$ cat src/rtl/conv2_pkg.sv
// Shared types and geometry defaults for the conv2 feed path.
package conv2_pkg;

  typedef enum logic [2:0] {
    S_IDLE,
    S_NEW_FILT,
    S_STREAM,
    S_DRAIN,
    S_NEXT,
    S_DONE
  } state_t;

  localparam int IMG_W_DEF       = 26;
  localparam int IMG_H_DEF       = 26;
  localparam int NUM_FILTERS_DEF = 16;

  function automatic int rdy_per_pass(input int w, input int h);
    return (h - 2) * w;
  endfunction

  function automatic int win_per_pass(input int w, input int h);
    return (h - 2) * (w - 2);
  endfunction

  localparam int RDY_PER_PASS_DEF = rdy_per_pass(IMG_W_DEF, IMG_H_DEF);
  localparam int WIN_PER_PASS_DEF = win_per_pass(IMG_W_DEF, IMG_H_DEF);

endpackage

$ cat src/rtl/conv2_win_tracker.sv
// Tags line-buffer ready strobes with output coordinates and masks the
// first two columns of every row, which never hold a full 3x3 window.
module conv2_win_tracker
  import conv2_pkg::*;
#(
  parameter int IMG_W = IMG_W_DEF,
  parameter int IMG_H = IMG_H_DEF
) (
  input  logic                     i_clk,
  input  logic                     i_reset,
  input  logic                     i_clear,
  input  logic                     i_en,
  input  logic                     i_rdy,
  output logic                     o_valid,
  output logic [$clog2(IMG_H)-1:0] o_row,
  output logic [$clog2(IMG_W)-1:0] o_col
);
  localparam int RW = $clog2(IMG_H);
  localparam int CW = $clog2(IMG_W);

  logic [RW-1:0] r_row;
  logic [CW-1:0] r_col;
  logic          w_hit;

  assign w_hit = i_en && i_rdy;

  always_ff @(posedge i_clk) begin
    if (i_reset || i_clear) begin
      r_row <= RW'(2);
      r_col <= '0;
    end else if (w_hit) begin
      if (r_col == CW'(IMG_W - 1)) begin
        r_col <= '0;
        r_row <= r_row + RW'(1);
      end else begin
        r_col <= r_col + CW'(1);
      end
    end
  end

  // Coordinates are forced to zero whenever no window is presented.
  assign o_valid = w_hit && (r_col >= CW'(2));
  assign o_row   = o_valid ? r_row - RW'(2) : '0;
  assign o_col   = o_valid ? r_col - CW'(2) : '0;

endmodule

$ cat src/rtl/conv2_feed_ctrl.sv
// Streams the stored feature map into the conv2 line buffer once per filter
// and presents position-tagged valid windows to the MAC array.
module conv2_feed_ctrl
  import conv2_pkg::*;
#(
  parameter int DATA_WIDTH  = 64,
  parameter int IMG_W       = IMG_W_DEF,
  parameter int IMG_H       = IMG_H_DEF,
  parameter int NUM_FILTERS = NUM_FILTERS_DEF,
  parameter int RD_LAT      = 2,
  parameter int ADDR_WIDTH  = $clog2(IMG_W * IMG_H)
) (
  input  logic                           i_clk,
  input  logic                           i_reset,
  input  logic                           i_start,
  input  logic                           i_hold,
  output logic                           o_busy,
  output logic                           o_done,
  output logic                           o_src_rd_en,
  output logic [ADDR_WIDTH-1:0]          o_src_addr,
  input  logic [DATA_WIDTH-1:0]          i_src_data,
  output logic                           o_lb_new_filter,
  output logic                           o_lb_data_push,
  output logic [DATA_WIDTH-1:0]          o_lb_data_in,
  input  logic                           i_lb_data_rdy,
  output logic                           o_win_valid,
  output logic [$clog2(IMG_H)-1:0]       o_win_row,
  output logic [$clog2(IMG_W)-1:0]       o_win_col,
  output logic [$clog2(NUM_FILTERS):0]   o_filter_idx
);
  localparam int FW  = $clog2(NUM_FILTERS) + 1;
  localparam int DCW = $clog2(RD_LAT + 1);
  localparam logic [ADDR_WIDTH-1:0] LAST_ADDR = ADDR_WIDTH'(IMG_W * IMG_H - 1);

  state_t                r_state, w_next;
  logic [ADDR_WIDTH-1:0] r_addr;
  logic [FW-1:0]         r_filter;
  logic [DCW-1:0]        r_drain;
  logic [RD_LAT-1:0]     r_vld_pipe;
  logic                  w_rd_en, w_trk_en, w_push;

  always_ff @(posedge i_clk) begin
    if (i_reset) r_state <= S_IDLE;
    else         r_state <= w_next;
  end

  always_comb begin
    w_next = r_state;
    unique case (r_state)
      S_IDLE:     if (i_start) w_next = S_NEW_FILT;
      S_NEW_FILT: w_next = S_STREAM;
      S_STREAM:   if (w_rd_en && r_addr == LAST_ADDR) w_next = S_DRAIN;
      S_DRAIN:    if (r_drain == DCW'(RD_LAT)) w_next = S_NEXT;
      S_NEXT:     w_next = (r_filter + FW'(1) == FW'(NUM_FILTERS)) ? S_DONE : S_NEW_FILT;
      S_DONE:     w_next = S_IDLE;
      default:    w_next = S_IDLE;
    endcase
  end

  always_comb begin
    o_busy          = 1'b0;
    o_done          = 1'b0;
    o_lb_new_filter = 1'b0;
    w_rd_en         = 1'b0;
    w_trk_en        = 1'b0;
    case (r_state)
      S_NEW_FILT: begin o_busy = 1'b1; o_lb_new_filter = 1'b1; end
      S_STREAM:   begin o_busy = 1'b1; w_rd_en = !i_hold; w_trk_en = 1'b1; end
      S_DRAIN:    begin o_busy = 1'b1; w_trk_en = 1'b1; end
      S_NEXT:     o_busy = 1'b1;
      S_DONE:     o_done = 1'b1;
      default:    ;
    endcase
  end

  // Drain holds the FSM until every in-flight read has pushed and its
  // ready strobe has been counted.
  always_ff @(posedge i_clk) begin
    if (i_reset) begin
      r_addr     <= '0;
      r_filter   <= '0;
      r_drain    <= '0;
      r_vld_pipe <= '0;
    end else begin
      r_vld_pipe <= RD_LAT'({r_vld_pipe, w_rd_en});
      if (r_state == S_NEW_FILT)
        r_addr <= '0;
      else if (w_rd_en)
        r_addr <= (r_addr == LAST_ADDR) ? '0 : r_addr + ADDR_WIDTH'(1);
      if (r_state == S_IDLE && i_start)
        r_filter <= '0;
      else if (r_state == S_NEXT)
        r_filter <= r_filter + FW'(1);
      r_drain <= (r_state == S_DRAIN) ? r_drain + DCW'(1) : '0;
    end
  end

  // The source's read port is already registered, so its data is forwarded
  // straight through in the cycle the push strobe arrives.
  assign w_push         = r_vld_pipe[RD_LAT-1];
  assign o_lb_data_push = w_push;
  assign o_lb_data_in   = w_push ? i_src_data : '0;
  assign o_src_rd_en    = w_rd_en;
  assign o_src_addr     = r_addr;
  assign o_filter_idx   = r_filter;

  conv2_win_tracker #(
    .IMG_W (IMG_W),
    .IMG_H (IMG_H)
  ) u_trk (
    .i_clk   (i_clk),
    .i_reset (i_reset),
    .i_clear (o_lb_new_filter),
    .i_en    (w_trk_en),
    .i_rdy   (i_lb_data_rdy),
    .o_valid (o_win_valid),
    .o_row   (o_win_row),
    .o_col   (o_win_col)
  );

endmodule

$ cat config.mk
export PLATFORM = sky130hd
export DESIGN_NAME = conv2_feed_ctrl
export DESIGN_NICKNAME = d
export VERILOG_FILES = /design/src/rtl/conv2_pkg.sv /design/src/rtl/conv2_win_tracker.sv /design/src/rtl/conv2_feed_ctrl.sv
export SDC_FILE = /design/constraint.sdc
export NUM_CORES = 1
export LEC_CHECK = 0
export BUFFER_PORTS_ARGS = -buffer_cell sky130_fd_sc_hd__buf_2
export CAP_MARGIN = 20
export CORE_UTILIZATION = 40
export CTS_CLUSTER_SIZE = 30
export DETAILED_ROUTE_END_ITERATION = 7
export PLACE_DENSITY = 0.92
export SYNTH_ARGS = -nofsm -noshare
export SYNTH_HDL_FRONTEND = slang
export SYNTH_SLANG_ARGS = --single-unit
$ cat constraint.sdc
create_clock -name i_clk -period 1.9 [get_ports i_clk]
set_input_delay 0.095 -clock i_clk [delete_from_list [all_inputs] [get_ports i_clk]]
set_output_delay 0.095 -clock i_clk [all_outputs]
set_load 0.02 [all_outputs]
==> metrics.md, run 1 <==
| Metric | Value |
|---|---|
| Latest clock arrival within the worst-skew pair | `0.28 ns` |
| Critical Path AT | `1.92 ns` |
| Post-synthesis cell type count | `42` |
| H-tree levels | `2` |
| I/O Pins | `164` |
| Slew margin rel. | `71.06%` |
| Hold EP | `r_vld_pipe[0]` |
| Max Slew Vio Count | `0` |
| Worst r2r src | `r_state[0]` |
| Core area | `0.005107 mm2` |
| Req. time, crit path | `2.07 ns` |
| DR vias/cell | `4.681` |
| Synth Area in Simple Gates | `41.62%` |
| Crit. End Element | `flop` |
| Overall power | `0.001411 W` |
| Clk slew on worst S/H paths | `0.07 ns` |
| Area Growth Syn to Fin | `46.09%` |
| P per Cell Area | `453.7 mW/mm2` |
| Crit-path cells | `or4b_4 -> buf_4 -> nor3_1 -> xnor2_1 -> nor2_1` |
| #FFs+latches synth | `32` |
| Starting Density | `41.67%` |
| Status | `finished, final reports clean` |
| Largest net degree at the start of global routing | `66` |
| Worst reg2reg setup slack | `0.15 ns` |
| GRT Overall Usage | `19.38%` |
| Antenna fix cells | `0` |
| Critical Path Start Type | `flop` |
| First-pass GRT wire length | `8252 um` |
| Maxcap violations | `0` |
| GPL Wtd Cong | `0.8490` |
| Final WL | `5911 um` |
| Share of layout cells above drive strength 1 | `42.82%` |
| Reg2Reg Depth | `5` |
| Antenna violations before repair | `0` |
| Post-Syn Nets | `351` |
| # rows | `26` |
| Setup TNS | `0 ns` |
| Final hold vios | `0` |
| Layout Cells excl Fill | `502` |
| Mapped Area | `0.002128 mm2` |
| Kind of critical path | `flop to flop` |
| Hpwl dp | `4750 um` |
| Final nets | `512` |
| Post-synthesis xor/xnor area fraction | `8.642%` |
| R2r endpoint | `o_src_addr[6]` |
| Crit-path leading delay family | `simple AND/OR/NAND/NOR gates` |
| Synth top area share | `30.10%` |
| Post-synthesis adder-cell area fraction | `7.055%` |
| Yosys top cell by area | `dfxtp_1` |
| Min-Delay Path Depth | `3` |
| CTS tree | `built` |
| Leakage | `1.676 nW` |
| Worst Hold Class | `primary input to flop` |
| Syn Area/Cell | `7.883 um2` |
| Buffers on Ports | `163` |
| Synth Area in Compound Gates | `6.408%` |
| Fillers | `452` |
| Routed vias | `2,350` |
| Synth top area cells | `dfxtp_1 (30%), and2_1 (19%), ha_1 (7.1%), xnor2_1 (6.6%), nor2_1 (6.5%)` |
| Total grt overflow | `0` |
| Clk root buf | `clkbuf_8` |
| Largest family of logic cells by synthesized area | `simple AND/OR/NAND/NOR gates` |
| VDD IR max | `0.0004128 V` |
| Final setup viols | `0` |
| Initial DRC Count | `83` |
| Worst hold start | `i_hold` |
| CP Max Fanout | `7` |
| Sequential share of the synthesized area | `30.10%` |
| Die area | `0.005617 mm2` |
| Hold Buf Count CTS | `0` |
| WP buf/inv | `1` |
| Placed cells | `494` |
| Multiplexer share of the synthesized area | `0.4703%` |
| Measured slew at the worst slew-check pin | `0.4322 ns` |
| Drt pass-1 iters | `4` |
| Vias in the first global route | `1,921` |
| Die width | `74.95 um` |
| WL/cell | `11.77 um` |
| Clock Tree Buf Depth | `2` |
| Final period util | `91.87%` |
| Max Freq | `0.5729 GHz` |
| Synth warn | `0` |
| RSZ-0062 raised after global routing | `no` |
| CTS Buf Count | `5` |
| # clock sinks | `32` |
| Chip height | `74.95 um` |
| Min Tclk post-route | `1.745 ns` |
| Post-Synthesis Cells | `270` |
| Clock Skews | `0.004662 ns` |
| DRC | `0` |
| Final ANT Viol Nets | `0` |
| Max stage delay on crit path | `0.57 ns` |
| Worst path slowest cell | `or4b_4` |
==> metal layers <==
layer | up-vias | track usage [%] | wire length [um]
met1 | 1034 | 23.64 | 2590
met2 | 103 | 33.93 | 2877
li1 | 1206 | - | -
met4 | 0 | 8.386 | 83
met5 | - | 0 | 0
met3 | 7 | 2.811 | 359
==> cells in the mapped netlist <==
cell type   n
a21o_1      1
nand4b_1    1
mux2i_1     1
nor3b_1     3
nor4_4      1
nand2_1    12
xor2_1      5
nand2_2     1
dfxtp_1    32
ha_1       12
nand3_1     5
and3_1      2
nand4_1     5
and2_1     66
o21ai_0     2
inv_1      13
o211ai_1    3
xnor2_1    16
and3b_1     1
or4_1       1
o21a_1      1
nor2_1     37
or4b_1      1
and4b_1     1
o32ai_1     1
nor4b_1     1
nor3b_2     1
or2_2       1
nor4_2      1
o31ai_1     1
a31o_2      2
a21oi_1     8
a31oi_1     1
nor3_1      8
nand3b_1    3
buf_2       1
nor4bb_1    1
nor2b_1     1
clkbuf_1   12
buf_6       2
a311oi_1    1
nor4_1      1
==> area by class of cell <==
| type | count | area [um2] | share of cell area, % |
|---|---|---|---|
| sequential | 32 | 640.6 | 20.60 |
| multi-input combinational | 210 | 1379 | 44.35 |
| tap | 70 | 87.58 | 2.817 |
| inverter | 13 | 48.80 | 1.569 |
| clock inverter | 2 | 10.01 | 0.3219 |
| timing repair buffer | 169 | 860.8 | 27.69 |
| clock buffer | 6 | 82.58 | 2.656 |
==> worst reg2reg max path, cell delays in order, from the launching register on <==
cell	delay [ns]
dfxtp_1	0.37
or4b_4	0.57
buf_4	0.19
nor3_1	0.28
xnor2_1	0.17
nor2_1	0.05
==> cells in the final DEF (no fill, tap or decap), drive strengths merged, types with 3 or more instances in the layout <==
cell type	Yosys	layout
ha	12	12
dfxtp	32	32
nor2	37	37
nand2	13	13
nand3	5	5
a21oi	8	8
nor3b	4	4
o211ai	3	3
xnor2	16	16
nand4	5	5
buf	3	169
and2	66	66
nor3	8	8
nand3b	3	3
clkbuf	12	6
nor4	3	3
xor2	5	5
inv	13	13
==> registers in the layout, indices dropped and copies added, names as in the netlist <==
signal and cells:
o_filter_idx 5, u_trk.r_row 5, r_state 3, o_src_addr 10
r_vld_pipe 2, r_drain 2, u_trk.r_col 5
==> power breakdown <==
group          switching [W]  internal, W  leakage [nW]
Combinational      0.0000983    0.0000891          1.37
Sequential        0.00000693     0.000678         0.258
Clock               0.000250     0.000289        0.0510
Total               0.000355      0.00106          1.68
==> worst max-delay path by stage <==
stage          startpoint             to  slack, ns  cells after the start
2_1_floorplan  r_state[2]  o_src_addr[0]       0.07                      7
3_3_place_gp   r_state[0]  o_src_addr[8]       0.21                      5
3_5_place_dp   r_state[0]  o_src_addr[3]       0.13                      5
4_1_cts        r_state[0]  o_src_addr[3]       0.12                      5
5_1_grt        r_state[2]   o_win_col[3]       0.02                      5
6_report       r_state[0]  o_src_addr[6]       0.15                      5
==> stage by stage <==
stage	cell area, um2	hold WS [ns]	util [%]	setup slack (ns)
after CTS	3097	0.1036	60.63	0.1168
after global placement	3004	0.4030	58.82	0.2067
after global routing	3109	0.1097	60.88	0.02147
after floorplan	2128	0.3628	-	0.07002
final	3109	0.1043	60.88	0.1545
after detailed placement	3004	0.4060	58.82	0.1301
==> logic make-up after synthesis <==
group | Yosys count
AOI/OAI and AO/OA | 21
xor gates and xnor gates | 21
adders and majority gates | 12
buffers and inverters | 28
DFF | 32
muxes | 1
and+or+nand+nor | 155
==> timing repair <==
item | 4_1_cts | 5_1_grt
setup buffers | 0 | 0
endpoints found under the setup margin | 0 | 3
gates resized for setup | 0 | 2
No activity file was read; power rests on OpenSTA's default activity.
==> run 2, diff against run 1 <==
==> constraint.sdc (replaced) <==
create_clock -name i_clk -period 1.9 [get_ports i_clk]
set_input_delay 0.19 -clock i_clk [delete_from_list [all_inputs] [get_ports i_clk]]
set_output_delay 0.19 -clock i_clk [all_outputs]
set_load 0.02 [all_outputs]
==> metrics.md, run 2 (synthesis gave the netlist of run 1 again) <==
| Metric | Value |
|---|---|
| Status | `finished, final reports clean` |
| Final ANT Viol Nets | `0` |
| DR vias/cell | `4.738` |
| Commonest cells after routing, fill and taps aside | `buf_2 (162), and2_1 (66), nor2_1 (36), dfxtp_1 (31), xnor2_1 (16)` |
| DRC | `0` |
| Overall power | `0.001328 W` |
| Max Freq | `0.5527 GHz` |
| Clock Skews | `0.004288 ns` |
| Measured slew at the worst slew-check pin | `0.4764 ns` |
| Critical Path AT | `1.62 ns` |
| Vias in the first global route | `1,880` |
| Routed vias | `2,369` |
| Slew margin rel. | `68.10%` |
| Buffers on Ports | `163` |
| Die width | `74.95 um` |
| H-tree levels | `2` |
| Starting Density | `41.67%` |
| Core area | `0.005107 mm2` |
| Antenna fix cells | `0` |
| Min Tclk post-route | `1.809 ns` |
| Kind of critical path | `flop to output port` |
| Crit. End Element | `output port` |
| Max reg flops | `10` |
| Worst Setup SP | `r_state[2]` |
| Hold_ws | `0.2210 ns` |
| Met3 Use GR | `4.418%` |
| # clock sinks | `32` |
| Worst path slowest cell | `a31o_4` |
| R2r endpoint | `o_src_addr[8]` |
| Hpwl dp | `4699 um` |
| Crit-path leading delay family | `simple AND/OR/NAND/NOR gates` |
| CTS Buf Count | `5` |
| Drt pass-1 iters | `4` |
| # rows | `26` |
| Critical Path Start Type | `flop` |
| Final nets | `513` |
| CTS tree | `built` |
| Clock power share | `34.3%` |
| Setup TNS | `0 ns` |
| Final hold vios | `0` |
| Critical path depth | `5` |
| Worst Hold Class | `primary input to flop` |
| Worst setup margin | `0.09057 ns` |
| Worst r2r src | `r_state[0]` |
| VDD IR max | `0.0004430 V` |
| Initial DRC Count | `76` |
| Req. time, crit path | `1.71 ns` |
| First-pass GRT wire length | `8217 um` |
| CP Max Fanout | `11` |
| M1 GR Usage | `22.82%` |
| Pint | `0.001002 W` |
| Total grt overflow | `0` |
| Grt met2 use | `34.13%` |
| GPL Wtd Cong | `0.8632` |
| Chip height | `74.95 um` |
| Combinational share of power | `14.1%` |
| Clk slew on worst S/H paths | `0.06 ns` |
| P_sw | `0.0003257 W` |
| Antenna violations before repair | `0` |
| Commonest non-fill, non-tap cell in the layout | `buf_2` |
| Final period util | `95.23%` |
| Sw frac | `24.53%` |
| Crit-path cells | `buf_4 -> nand3b_1 -> a31o_4 -> nor2_1 -> buf_2` |
| Share of layout cells above drive strength 1 | `43.02%` |
| P per Cell Area | `428.9 mW/mm2` |
| GRT Overall Usage | `19.33%` |
| Clock Tree Buf Depth | `2` |
| Reg2Reg Depth | `5` |
| Most Crowded Layer GR | `met2` |
| Final setup viols | `0` |
| Die area | `0.005617 mm2` |
| Pre-CTS setup slack | `0.1664 ns` |
| I/O Pins | `164` |
| Reg power frac | `51.6%` |
| Crit path to | `o_win_row[3]` |
| RSZ-0062 raised after global routing | `no` |
| Maxcap violations | `0` |
| Max stage delay on crit path | `0.32 ns` |
| Worst reg2reg setup slack | `0.13 ns` |
| Area Growth Syn to Fin | `45.44%` |
| Latest clock arrival within the worst-skew pair | `0.28 ns` |
| Largest net degree at the start of global routing | `47` |
| WP buf/inv | `2` |
| Max Slew Vio Count | `0` |
| Clk root buf | `clkbuf_8` |
| WL/cell | `11.82 um` |
| Final WL | `5911 um` |
| Leakage | `1.662 nW` |
[run 2: worst min path at each step]
stage | from | endpoint | depth (start not counted)
detailed placement | r_drain[0] | r_drain[0] | 1
CTS | i_reset | r_state[0] | 2
global placement | r_drain[0] | r_drain[0] | 1
global route | i_reset | r_state[0] | 2
floorplan | r_drain[0] | r_drain[0] | 1
finish | i_reset | r_state[0] | 2
[run 2: through the flow]
step | instances | utilization (%) | instance area (um2)
2_1_floorplan | 270 | - | 2128
5_1_grt | 500 | 60.61 | 3095
3_3_place_gp | 495 | 58.97 | 3012
3_5_place_dp | 495 | 58.97 | 3012
4_1_cts | 500 | 60.31 | 3080
6_report | 500 | 60.61 | 3095
[run 2: metal layers]
metal / wire length, um / vias to the layer above / share of wire, %
met4: 89 / 0 / 1.5
met2: 2849 / 108 / 48
li1: - / 1203 / -
met5: 0 / - / 0
met1: 2538 / 1050 / 43
met3: 433 / 8 / 7.3
[run 2: worst register-to-register path: stages, from the launching register on]
cell and delay (ns):
dfxtp_1 0.36, or4b_1 0.62, buf_4 0.21, nor4_2 0.27
xnor2_1 0.15, nor2_1 0.05
[run 2: cell type report]
class	instances	area, um2
Timing Repair Buffer	170	870.8
Inverter	13	48.80
Multi-Input combinational cell	210	1378
Sequential cell	32	641.9
Clock buffer	5	68.82
Tap cell	70	87.58
Fill cell	437	2012
[run 2: repair_timing]
item,in CTS,in global routing
endpoints found under the setup margin,0,9
hold buffers,0,0
buffers inserted,0,0
gates resized for setup,0,5
[run 2: power groups by stage]
stage,Sequential [W],Combinational [W],Clock [W]
floorplan,0.000699,0.0000857,0
global placement,0.000699,0.000180,0
detailed placement,0.000700,0.000185,0
CTS,0.000685,0.000186,0.000466
global route,0.000686,0.000207,0.000501
finish,0.000685,0.000187,0.000456
